$ cat src/rtl/spi_flash_xip_pkg.sv
// Shared constants and types for the SPI flash execute-in-place read controller.
package spi_flash_xip_pkg;

  localparam logic [7:0] READ_OP   = 8'h03;
  localparam int         ADDR_BITS = 24;

  typedef enum logic [2:0] {
    ST_IDLE = 3'd0,
    ST_CMD  = 3'd1,
    ST_ADDR = 3'd2,
    ST_DATA = 3'd3,
    ST_HOLD = 3'd4,
    ST_CSH  = 3'd5
  } rd_state_t;

  // One-hot active-low chip select for a 2-bit device index.
  function automatic logic [3:0] cs_decode(input logic [1:0] idx);
    cs_decode = ~(4'b0001 << idx);
  endfunction

endpackage

$ cat src/rtl/spi_flash_sck_gen.sv
// SCK divider: SPI mode 0 clock that idles low; strobes flag the clk edge on which SCK toggles.
module spi_flash_sck_gen #(
  parameter int SCK_DIV = 2
) (
  input  logic clk,
  input  logic rst_n,
  input  logic run,
  input  logic pause,
  output logic sck,
  output logic rise_pulse,
  output logic fall_pulse
);

  localparam int CW = (SCK_DIV > 1) ? $clog2(SCK_DIV) : 1;

  logic [CW-1:0] cnt_r;
  logic          sck_r;
  logic          wrap_s;

  assign wrap_s     = run && !pause && (cnt_r == CW'(SCK_DIV - 1));
  assign rise_pulse = wrap_s && !sck_r;
  assign fall_pulse = wrap_s && sck_r;
  assign sck        = sck_r;

  // Half-period counter; stopping the link clears it so every bit starts with a full low phase.
  always_ff @(posedge clk or negedge rst_n) begin
    if (!rst_n) begin
      cnt_r <= '0;
      sck_r <= 1'b0;
    end else if (!run) begin
      cnt_r <= '0;
      sck_r <= 1'b0;
    end else if (pause) begin
      cnt_r <= cnt_r;
      sck_r <= sck_r;
    end else if (wrap_s) begin
      cnt_r <= '0;
      sck_r <= !sck_r;
    end else begin
      cnt_r <= cnt_r + CW'(1);
      sck_r <= sck_r;
    end
  end

endmodule

$ cat src/rtl/spi_flash_xip.sv
// AXI4 read-only XIP bridge: each AR burst becomes one SPI READ (0x03); writes are answered SLVERR.
module spi_flash_xip
  import spi_flash_xip_pkg::*;
#(
  parameter int DW      = 128,
  parameter int AW      = 32,
  parameter int IDW     = 8,
  parameter int SCK_DIV = 2,
  parameter int CSH_MIN = 2
) (
  input  logic            spi_flash_aclk,
  input  logic            spi_flash_aresetn,
  input  logic [IDW-1:0]  spi_flash_awid,
  input  logic [AW-1:0]   spi_flash_awaddr,
  input  logic [7:0]      spi_flash_awlen,
  input  logic [2:0]      spi_flash_awsize,
  input  logic [1:0]      spi_flash_awburst,
  input  logic            spi_flash_awlock,
  input  logic [2:0]      spi_flash_awcache,
  input  logic            spi_flash_awvalid,
  output logic            spi_flash_awready,
  input  logic [DW-1:0]   spi_flash_wdata,
  input  logic [DW/8-1:0] spi_flash_wstrb,
  input  logic            spi_flash_wlast,
  input  logic            spi_flash_wvalid,
  output logic            spi_flash_wready,
  output logic [IDW-1:0]  spi_flash_bid,
  output logic [1:0]      spi_flash_bresp,
  output logic            spi_flash_bvalid,
  input  logic            spi_flash_bready,
  input  logic [IDW-1:0]  spi_flash_arid,
  input  logic [AW-1:0]   spi_flash_araddr,
  input  logic [7:0]      spi_flash_arlen,
  input  logic [2:0]      spi_flash_arsize,
  input  logic [1:0]      spi_flash_arburst,
  input  logic            spi_flash_arvalid,
  output logic            spi_flash_arready,
  output logic [IDW-1:0]  spi_flash_rid,
  output logic [DW-1:0]   spi_flash_rdata,
  output logic [1:0]      spi_flash_rresp,
  output logic            spi_flash_rlast,
  output logic            spi_flash_rvalid,
  input  logic            spi_flash_rready,
  output logic [3:0]      spi_flash_csen,
  output logic [3:0]      spi_flash_csn_o,
  input  logic [3:0]      spi_flash_csn_i,
  output logic            spi_flash_sdo_en,
  output logic            spi_flash_sdo_o,
  input  logic            spi_flash_sdo_i,
  output logic            spi_flash_sdi_en,
  output logic            spi_flash_sdi_o,
  input  logic            spi_flash_sdi_i,
  output logic            spi_flash_sck,
  output logic            spi_flash_busy
);

  localparam int BCW     = $clog2(DW + 32);
  localparam int LBW     = $clog2(DW);
  localparam int CSH_LEN = CSH_MIN * 2 * SCK_DIV;
  localparam int CSHW    = $clog2(CSH_LEN + 1);
  localparam logic [ADDR_BITS-1:0] BEAT_MASK = ADDR_BITS'(DW / 8 - 1);

  rd_state_t         state_r;
  logic              arready_r, cs_act_r, sdo_r, rvalid_r, rlast_r;
  logic [3:0]        csn_r;
  logic [1:0]        cs_sel_r;
  logic [31:0]       tx_r;
  logic [DW-1:0]     rx_r, rdata_r;
  logic [IDW-1:0]    rid_r, bid_r;
  logic [7:0]        len_r, beat_r;
  logic [BCW-1:0]    bit_cnt_r;
  logic [CSHW-1:0]   csh_cnt_r;
  logic              awready_r, aw_held_r, wready_r, bvalid_r;
  logic              run_s, pause_s, rise_s, fall_s;
  logic [LBW-1:0]    rx_idx_s;
  logic              unused_s;

  // SCK only runs once CS is down; HOLD freezes it low mid-burst.
  assign run_s   = cs_act_r && (state_r == ST_CMD || state_r == ST_ADDR ||
                                state_r == ST_DATA || state_r == ST_HOLD);
  assign pause_s = (state_r == ST_HOLD);
  // Bytes arrive MSB-first and fill lanes from lane 0 upward.
  assign rx_idx_s = bit_cnt_r[LBW-1:0] ^ LBW'(7);

  spi_flash_sck_gen #(.SCK_DIV(SCK_DIV)) u_sck_gen (
    .clk        (spi_flash_aclk),
    .rst_n      (spi_flash_aresetn),
    .run        (run_s),
    .pause      (pause_s),
    .sck        (spi_flash_sck),
    .rise_pulse (rise_s),
    .fall_pulse (fall_s)
  );

  // Read FSM: command/address shift-out, per-beat data shift-in, R hold and CS high time.
  always_ff @(posedge spi_flash_aclk or negedge spi_flash_aresetn) begin
    if (!spi_flash_aresetn) begin
      state_r <= ST_IDLE;   arready_r <= 1'b1;  cs_act_r <= 1'b0;   csn_r   <= 4'hF;
      sdo_r   <= 1'b0;      rvalid_r  <= 1'b0;  rlast_r  <= 1'b0;   cs_sel_r <= 2'd0;
      tx_r    <= '0;        rx_r      <= '0;    rdata_r  <= '0;     rid_r   <= '0;
      len_r   <= 8'd0;      beat_r    <= 8'd0;  bit_cnt_r <= '0;    csh_cnt_r <= '0;
    end else begin
      case (state_r)
        ST_IDLE: begin
          if (spi_flash_arvalid && arready_r) begin
            state_r   <= ST_CMD;
            arready_r <= 1'b0;
            cs_act_r  <= 1'b0;
            rid_r     <= spi_flash_arid;
            len_r     <= spi_flash_arlen;
            beat_r    <= 8'd0;
            cs_sel_r  <= spi_flash_araddr[25:24];
            tx_r      <= {READ_OP, spi_flash_araddr[ADDR_BITS-1:0] & ~BEAT_MASK};
            bit_cnt_r <= '0;
          end
        end
        ST_CMD, ST_ADDR: begin
          if (!cs_act_r) begin
            cs_act_r <= 1'b1;
            csn_r    <= cs_decode(cs_sel_r);
            sdo_r    <= tx_r[31];
          end else if (fall_s) begin
            tx_r <= tx_r << 1;
            if (bit_cnt_r == BCW'(31)) begin
              state_r   <= ST_DATA;
              bit_cnt_r <= '0;
              sdo_r     <= 1'b0;
            end else begin
              sdo_r     <= tx_r[30];
              bit_cnt_r <= bit_cnt_r + BCW'(1);
              if (bit_cnt_r == BCW'(7)) state_r <= ST_ADDR;
            end
          end
        end
        ST_DATA: begin
          if (rise_s) begin
            rx_r[rx_idx_s] <= spi_flash_sdi_i;
          end else if (fall_s) begin
            if (bit_cnt_r == BCW'(DW - 1)) begin
              state_r   <= ST_HOLD;
              bit_cnt_r <= '0;
              rdata_r   <= rx_r;
              rvalid_r  <= 1'b1;
              rlast_r   <= (beat_r == len_r);
            end else begin
              bit_cnt_r <= bit_cnt_r + BCW'(1);
            end
          end
        end
        ST_HOLD: begin
          if (spi_flash_rready) begin
            rvalid_r <= 1'b0;
            rlast_r  <= 1'b0;
            if (rlast_r) begin
              state_r   <= ST_CSH;
              csn_r     <= 4'hF;
              cs_act_r  <= 1'b0;
              csh_cnt_r <= '0;
            end else begin
              state_r <= ST_DATA;
              beat_r  <= beat_r + 8'd1;
            end
          end
        end
        ST_CSH: begin
          if (csh_cnt_r == CSHW'(CSH_LEN - 1)) begin
            state_r   <= ST_IDLE;
            arready_r <= 1'b1;
          end else begin
            csh_cnt_r <= csh_cnt_r + CSHW'(1);
          end
        end
        default: begin
          state_r   <= ST_IDLE;
          arready_r <= 1'b1;
          cs_act_r  <= 1'b0;
          csn_r     <= 4'hF;
        end
      endcase
    end
  end

  // Write path: accept one AW, swallow its W beats, answer SLVERR.
  always_ff @(posedge spi_flash_aclk or negedge spi_flash_aresetn) begin
    if (!spi_flash_aresetn) begin
      awready_r <= 1'b1;
      aw_held_r <= 1'b0;
      wready_r  <= 1'b0;
      bvalid_r  <= 1'b0;
      bid_r     <= '0;
    end else if (bvalid_r) begin
      if (spi_flash_bready) begin
        bvalid_r  <= 1'b0;
        aw_held_r <= 1'b0;
        awready_r <= 1'b1;
      end
    end else if (wready_r) begin
      if (spi_flash_wvalid && spi_flash_wlast) begin
        wready_r <= 1'b0;
        bvalid_r <= 1'b1;
      end
    end else if (awready_r && spi_flash_awvalid) begin
      awready_r <= 1'b0;
      aw_held_r <= 1'b1;
      wready_r  <= 1'b1;
      bid_r     <= spi_flash_awid;
    end
  end

  assign spi_flash_arready = arready_r;
  assign spi_flash_rid     = rid_r;
  assign spi_flash_rdata   = rdata_r;
  assign spi_flash_rresp   = 2'b00;
  assign spi_flash_rlast   = rlast_r;
  assign spi_flash_rvalid  = rvalid_r;
  assign spi_flash_awready = awready_r;
  assign spi_flash_wready  = wready_r;
  assign spi_flash_bid     = bid_r;
  assign spi_flash_bresp   = 2'b10;
  assign spi_flash_bvalid  = bvalid_r;
  assign spi_flash_csen    = 4'b1111;
  assign spi_flash_csn_o   = csn_r;
  assign spi_flash_sdo_en  = 1'b1;
  assign spi_flash_sdo_o   = sdo_r;
  assign spi_flash_sdi_en  = 1'b0;
  assign spi_flash_sdi_o   = 1'b0;
  assign spi_flash_busy    = (state_r != ST_IDLE) | aw_held_r | bvalid_r;

  assign unused_s = ^{spi_flash_awaddr, spi_flash_awlen, spi_flash_awsize, spi_flash_awburst,
                      spi_flash_awlock, spi_flash_awcache, spi_flash_wdata, spi_flash_wstrb,
                      spi_flash_arsize, spi_flash_arburst, spi_flash_araddr,
                      spi_flash_csn_i, spi_flash_sdo_i};

endmodule

$ cat config.mk
export PLATFORM = sky130hd
export DESIGN_NAME = spi_flash_xip
export DESIGN_NICKNAME = d
export VERILOG_FILES = /design/src/rtl/spi_flash_xip_pkg.sv /design/src/rtl/spi_flash_sck_gen.sv /design/src/rtl/spi_flash_xip.sv
export SDC_FILE = /design/constraint.sdc
export NUM_CORES = 1
export LEC_CHECK = 0
export ABC_CLOCK_PERIOD_IN_PS = 4300
export CAP_MARGIN = 20
export CORE_MARGIN = 8
export CORE_UTILIZATION = 48
export DETAILED_ROUTE_END_ITERATION = 10
export GPL_TIMING_DRIVEN = 0
export PLACE_DENSITY = 0.87
export SETUP_SLACK_MARGIN = 0.15
export SYNTH_ARGS = -nofsm -noshare
export SYNTH_HDL_FRONTEND = slang
export SYNTH_HIERARCHICAL = 1
export SYNTH_SLANG_ARGS = --single-unit
$ cat constraint.sdc
create_clock -name spi_flash_aclk -period 4.3 [get_ports spi_flash_aclk]
set_input_delay 1.29 -clock spi_flash_aclk [delete_from_list [all_inputs] [get_ports spi_flash_aclk]]
set_output_delay 1.29 -clock spi_flash_aclk [all_outputs]
set_load 0.1 [all_outputs]
# Word-level counts from Yosys, hierarchy flattened
# Cells that the tools add are included.
word_totals:
  reg_bits: 352
  in_bits: 268
  output_inout_bits: 168
  elab_cells: 187
classes:
  n_addsub: 4
  n_lt_le_gt_ge: 2
  eq_ne: 28
  shift: 1
  mux: 77
  bitwise: 10
  reduce_logical: 42
ops:
  columns: ["operator", "n"]
  rows:
  - ["$bwmux 128", 1]
  - ["$mux 32", 3]
  - ["$mux 8", 9]
  - ["$pmux 32 s2", 1]
  - ["$mux 1", 36]
  - ["$mux 3", 11]
  - ["$ne 2x2->1 const B", 14]
  - ["$mux 4", 6]
  - ["$pmux 8 s3", 1]
  - ["$reduce_and 4->1", 6]
  - ["$add 8x1->8 const B", 2]
  - ["$pmux 8 s2", 1]
  - ["$pmux 3 s5", 1]
  - ["$pmux 4 s3", 1]
  - ["$reduce_bool 2->1", 5]
  - ["$logic_and 1x1->1", 9]
  - ["$reduce_and 3->1", 3]
  - ["$reduce_and 9->1", 1]
  - ["$eq 8x3->1 const B", 1]
  - ["$eq 8x5->1 const B", 1]
  - ["$eq 8x7->1 const B", 1]
  - ["$eq 8x8->1", 1]
  - ["$lt 7x8->1 const B", 1]
  - ["$pmux 4 s2", 1]
  - ["other kinds (28)", 47]

# Depth between registers and ports, before layout
logic_depth:
  word_depth: 11
  ltp_mapped: 13
  mapped_depth_nobuf: 10

# By module
# Netlist, hierarchy kept.
modules_own_cells:
  columns: ["module", "instances", "cells_each", "area_per_inst_um2", "seq_area_each_um2"]
  rows:
  - ["spi_flash_xip", 1, 1154, 14724.1, 8665.8]
  - ["spi_flash_sck_gen", 1, 10, 105.1, 50.0]

# Worst setup path before layout
# No wires, ideal clock.
synth_path:
  kind: "reg2out"
  start: "register bvalid_r (netlist: spi_flash_bvalid)"
  end: "output spi_flash_busy"
  arrival_ps: 1780
  required_ps: 3010
  setup_slack_ps: 1230
  stages_incl_launch_ff: 3
  n_path_buf: 0
  cell_sequence: "dfrtp_1 -> nor2_1 -> nand2_1"
synth_between:
  elab_chain_len: 1
synth_lines:
  columns: ["item", "line_no", "rtl"]
  rows:
  - ["from (decl)", "spi_flash_xip.sv:73", "logic awready_r, aw_held_r, wready_r, bvalid_r;"]
  - ["from (signal assigned)", "spi_flash_xip.sv:189", "bvalid_r <= 1'b0;"]
  - ["from (signal assigned)", "spi_flash_xip.sv:193", "bvalid_r <= 1'b0;"]
  - ["from (signal assigned)", "spi_flash_xip.sv:200", "bvalid_r <= 1'b1;"]
  - ["$or 1x1->1", "spi_flash_xip.sv:227", "assign spi_flash_busy = (state_r != ST_IDLE) | aw_held_r | bvalid_r;"]
  - ["to (decl)", "spi_flash_xip.sv:54", "output logic spi_flash_busy"]
# Every way passes these cells.

# Final worst setup path
layout_path:
  start: "register state_r[1]"
  end: "output spi_flash_busy"
layout_between:
  elab_chain_len: 3
layout_lines:
  columns: ["item", "line_no", "rtl"]
  rows:
  - ["from (decl)", "spi_flash_xip.sv:63", "rd_state_t state_r;"]
  - ["from (signal assigned)", "spi_flash_xip.sv:98", "state_r <= ST_IDLE; arready_r <= 1'b1; cs_act_r <= 1'b0; csn_r <= 4'hF;"]
  - ["from (signal assigned)", "spi_flash_xip.sv:106", "state_r <= ST_CMD;"]
  - ["from (signal assigned)", "spi_flash_xip.sv:125", "state_r <= ST_DATA;"]
  - ["$reduce_bool 3->1", "spi_flash_xip.sv:227", null]
  - ["$or 1x1->1 (2 in series)", "spi_flash_xip.sv:227", null]
# Every way passes these cells.

==> flow_metrics.tcl <==
set metrics [dict create \
    run_status "completed" \
    dpl_cell_area_mm2 0.0175 \
    dr.pass1.iters 5 \
    post-route-drc-count 0 \
    worst_slew_margin_rel 0.277 \
    floorplan.die.height_um 192 \
    path_cells "buf_4 > buf_2 > nor3_1 > nand2_1 > clkdlybuf4s50_1" \
    max_freq_mhz 253 \
    share_clk_of_total_power 0.348 \
    netlist_instances 1164 \
    cp_slowest_stage_delay_ns 0.99 \
    drt_iter0_drcs 687 \
    grt_overflow_total 0 \
    critical_path.n_buffers_inverters 3 \
    worst-endpoint-required_ns 3.01 \
    worstSkewPairLatency_ns 0.51 \
    ys_types 56 \
    timing.final.max_slew_violations 0 \
    final_cell_count_without_fillers 1852 \
    syn-cell-area_mm2 0.0148 \
    cp_max_fo 10 \
    comb_power_share 0.259 \
    row_count 64 \
    netSwitchingPower_w 0.00323 \
    critical_path.top_delay_family "buffers and inverters" \
    synth_enable_flop_cells 0 \
    place.detailed.hpwl_mm 25.4 \
    cts_root_buffer "sky130_fd_sc_hd__clkbuf_16" \
    post-place-ws_ns 0.529 \
    endpoint_kind "primary output" \
    stdcell_area_mm2 0.0189 \
    drive_above_1_share 0.282 \
    cts_buffers 38 \
    globalplace.congestion 0.859 \
    share_of_synthesized_flip_flops_with_an_asynchronous_set_or_reset 1.00 \
    yosys_register_bits 348 \
    viasPerCell 5.40 \
    die_w_um 192 \
    layout_net_count 1698 \
    worst_max_slew_pin_slew_ns 1.08 \
    critPathArrivalTime_ns 2.66 \
    fin_skew_ns 0.0176 \
    criticalPathCategory "reg -> out" \
    core_area_mm2 0.0305 \
    areaGrowthSynthToFinish_pct 27.3 \
    fraction_of_the_yosys_area_taken_by_sequential_cells 0.588 \
    dpl.cell_count 1782 \
    final.min_clock_period_ns 3.95 \
    cts_tree "built" \
    initial_antenna_violation_count 0 \
    critical_path_top_delay_cell "sky130_fd_sc_hd__clkdlybuf4s50_1" \
    detailroute.via_count 10001 \
    switching_share 0.327 \
    clk_transition_reported_paths_ns 0.06 \
    clkSinkCount 348 \
    grt_util_all_layers 0.199 \
    post_cts_resize_count 0 \
    synth_top_flop_cell "sky130_fd_sc_hd__dfrtp_1" \
    power.ir.vdd_worst_v 0.000439 \
    timing.hold.worst.class "reg -> reg" \
    cts_setup_buffers 0 \
    fillCellCount 2301 \
    avgRoutedWirePerCell_um 19.9 \
    p_leak_nw 8.58 \
    p_int_w 0.00665 \
    worst-r2r-setup-slack_ns 0.48 \
    pwr-share-seq 0.392 \
    initial_util 0.486 \
    n_antenna_cell 0 \
    syn_area_per_cell_um2 12.7 \
    clk_path_buf_depth 3 \
    pin_count 436 \
    finalHoldViolCount 0 \
    grt_max_degree 124 \
    die_area_mm2 0.0368 \
    rsz_0062_raised_after_global_routing "false" \
    critPathLaunchType "flop" \
    grt_pass1_wl_mm 58.2 \
    htree_levels 2 \
    yosys_warnings 6 \
    finalCritPeriodShare 0.918 \
    finalWirelength_mm 36.9 \
    post_cts_hold_buffer_count 0 \
    setup_slack_ns 0.353 \
    first_global_vias 10690 \
    cellPowerDensity_mw_per_mm2 523 \
    cap_viol_max_count 0 \
    drtAntennaViolNets 0 \
    portBuffers 210 \
    setup_viol 0 \
]
## cells by family (layout without fill, tap and decap cells)
logic type	count (synthesis)	in the layout	share of synthesized area
AOI/OAI and AO/OA	91	91	0.0366
DFF	348	348	0.588
other	2	11	0.000506
adders and majority gates	3	3	0.00253
buffers and inverters	89	372	0.0334
muxes	310	310	0.234
and+or+nand+nor	306	306	0.0968
xor gates and xnor gates	15	15	0.00886
## routing by layer
layer / global-route usage / part of all wire / vias up
met1: 0.243 / 0.41 / 5074
met3: 0.0570 / 0.075 / 80
met2: 0.332 / 0.48 / 310
met4: 0.0713 / 0.030 / 0
met5: 0 / 0 / -
li1: - / - / 4537
## cell usage after synthesis (all sizes together), types with 4 or more instances
| cell type | number | area, um^2 |
|---|---|---|
| nand3 | 18 | 90.1 |
| clkbuf | 36 | 135 |
| nand2 | 111 | 417 |
| dfrtp | 342 | 8560 |
| xnor2 | 11 | 96.3 |
| inv | 12 | 45.0 |
| nor2b | 7 | 51.3 |
| mux2 | 288 | 3240 |
| nand3b | 8 | 60.1 |
| buf | 41 | 315 |
| o21ai | 44 | 220 |
| a22o | 7 | 61.3 |
| a21oi | 17 | 85.1 |
| and2 | 4 | 25.0 |
| nor3b | 6 | 67.6 |
| o22ai | 5 | 31.3 |
| nor3 | 13 | 86.3 |
| or3 | 8 | 50.1 |
| and3 | 5 | 31.3 |
| xor2 | 4 | 35.0 |
| mux2i | 22 | 220 |
| dfstp | 6 | 158 |
| nor2 | 106 | 398 |
## power groups by stage
stage	Combinational, W	Clock, W	Sequential (W)
global route	0.00275	0.00365	0.00392
global placement	0.00245	0	0.00391
detailed placement	0.00255	0	0.00393
finish	0.00256	0.00344	0.00388
floorplan	0.00136	0	0.00435
CTS	0.00256	0.00352	0.00387
## worst min-delay path, cell delays in order (launching register included)
cell and delay, ns:
sky130_fd_sc_hd__dfstp_2 0.37, sky130_fd_sc_hd__inv_1 0.04, sky130_fd_sc_hd__mux2i_1 0.06
## final timing paths
path                       depth (start not counted)                      startpoint                               to
min reg2reg                                        2  spi_flash_csn_o[0]$_DFFE_PN1P_   spi_flash_csn_o[0]$_DFFE_PN1P_
max reg2reg                                       11          state_r[0]$_DFFE_PN0P_             rx_r[47]$_DFFE_PN0P_
max                                                5          state_r[1]$_DFFE_PN0P_                   spi_flash_busy
min in group asynchronous                          1               spi_flash_aresetn  spi_flash_rdata[30]$_DFFE_PN0P_
max in group asynchronous                          2               spi_flash_aresetn             rx_r[85]$_DFFE_PN0P_
min                                                2  spi_flash_csn_o[0]$_DFFE_PN1P_   spi_flash_csn_o[0]$_DFFE_PN1P_
## registers in the layout, indices dropped and copies added (netlist names), 2 cells and up
| name | cells |
|---|---|
| beat_r | 8 |
| bit_cnt_r | 8 |
| cs_sel_r | 2 |
| csh_cnt_r | 4 |
| len_r | 8 |
| rx_r | 128 |
| spi_flash_bid | 8 |
| spi_flash_csn_o | 4 |
| spi_flash_rdata | 128 |
| spi_flash_rid | 8 |
| state_r | 3 |
| tx_r | 28 |
## layout make-up
type / count / area [um^2] / share of cell area
inverters: 12 / 45.0 / 0.00239
multi-input cells: 736 / 5650 / 0.299
well taps: 396 / 495 / 0.0262
flip-flops and latches: 348 / 8720 / 0.462
plain buffers: 77 / 450 / 0.0239
clock buffers: 55 / 1120 / 0.0591
repair buffers: 214 / 2170 / 0.115
clock inverters: 14 / 230 / 0.0122
## cell usage in the layout, fill, tap and decap left out, drive strengths merged, types with 2 or more instances in the layout
cell type and n:
and3 5, or3 8, conb 11, bufinv 6
ha 3, nor2 106, dfrtp 342, clkinv 6
nor2b 7, xor2 4, mux2 288, a22oi 3
clkbuf 91, and3b 3, inv 14, mux2i 22
nand2b 3, a22o 7, a21oi 17, buf 46
nor4 3, or3b 3, o31ai 2, xnor2 11
dfstp 6, and2 4, or2 2, clkdlybuf4s50 209
nand3b 8, a2bb2oi 2, o21ai 44, o22ai 5
nand4 3, nand3 18, nand2 111, nor3 13
nor3b 6
## stage by stage
step | total power [W] | util | TNS, ns | hold WS (ns)
detailed placement | 0.00648 | 0.575 | 0 | 0.467
finish | 0.00988 | 0.619 | 0 | 0.473
floorplan | 0.00571 | - | 0 | 0.449
global route | 0.0103 | 0.619 | 0 | 0.488
CTS | 0.00995 | 0.619 | 0 | 0.477
global placement | 0.00636 | 0.572 | -4329.18 | 0.459
Note: power is estimated with default switching activity, not from simulation.
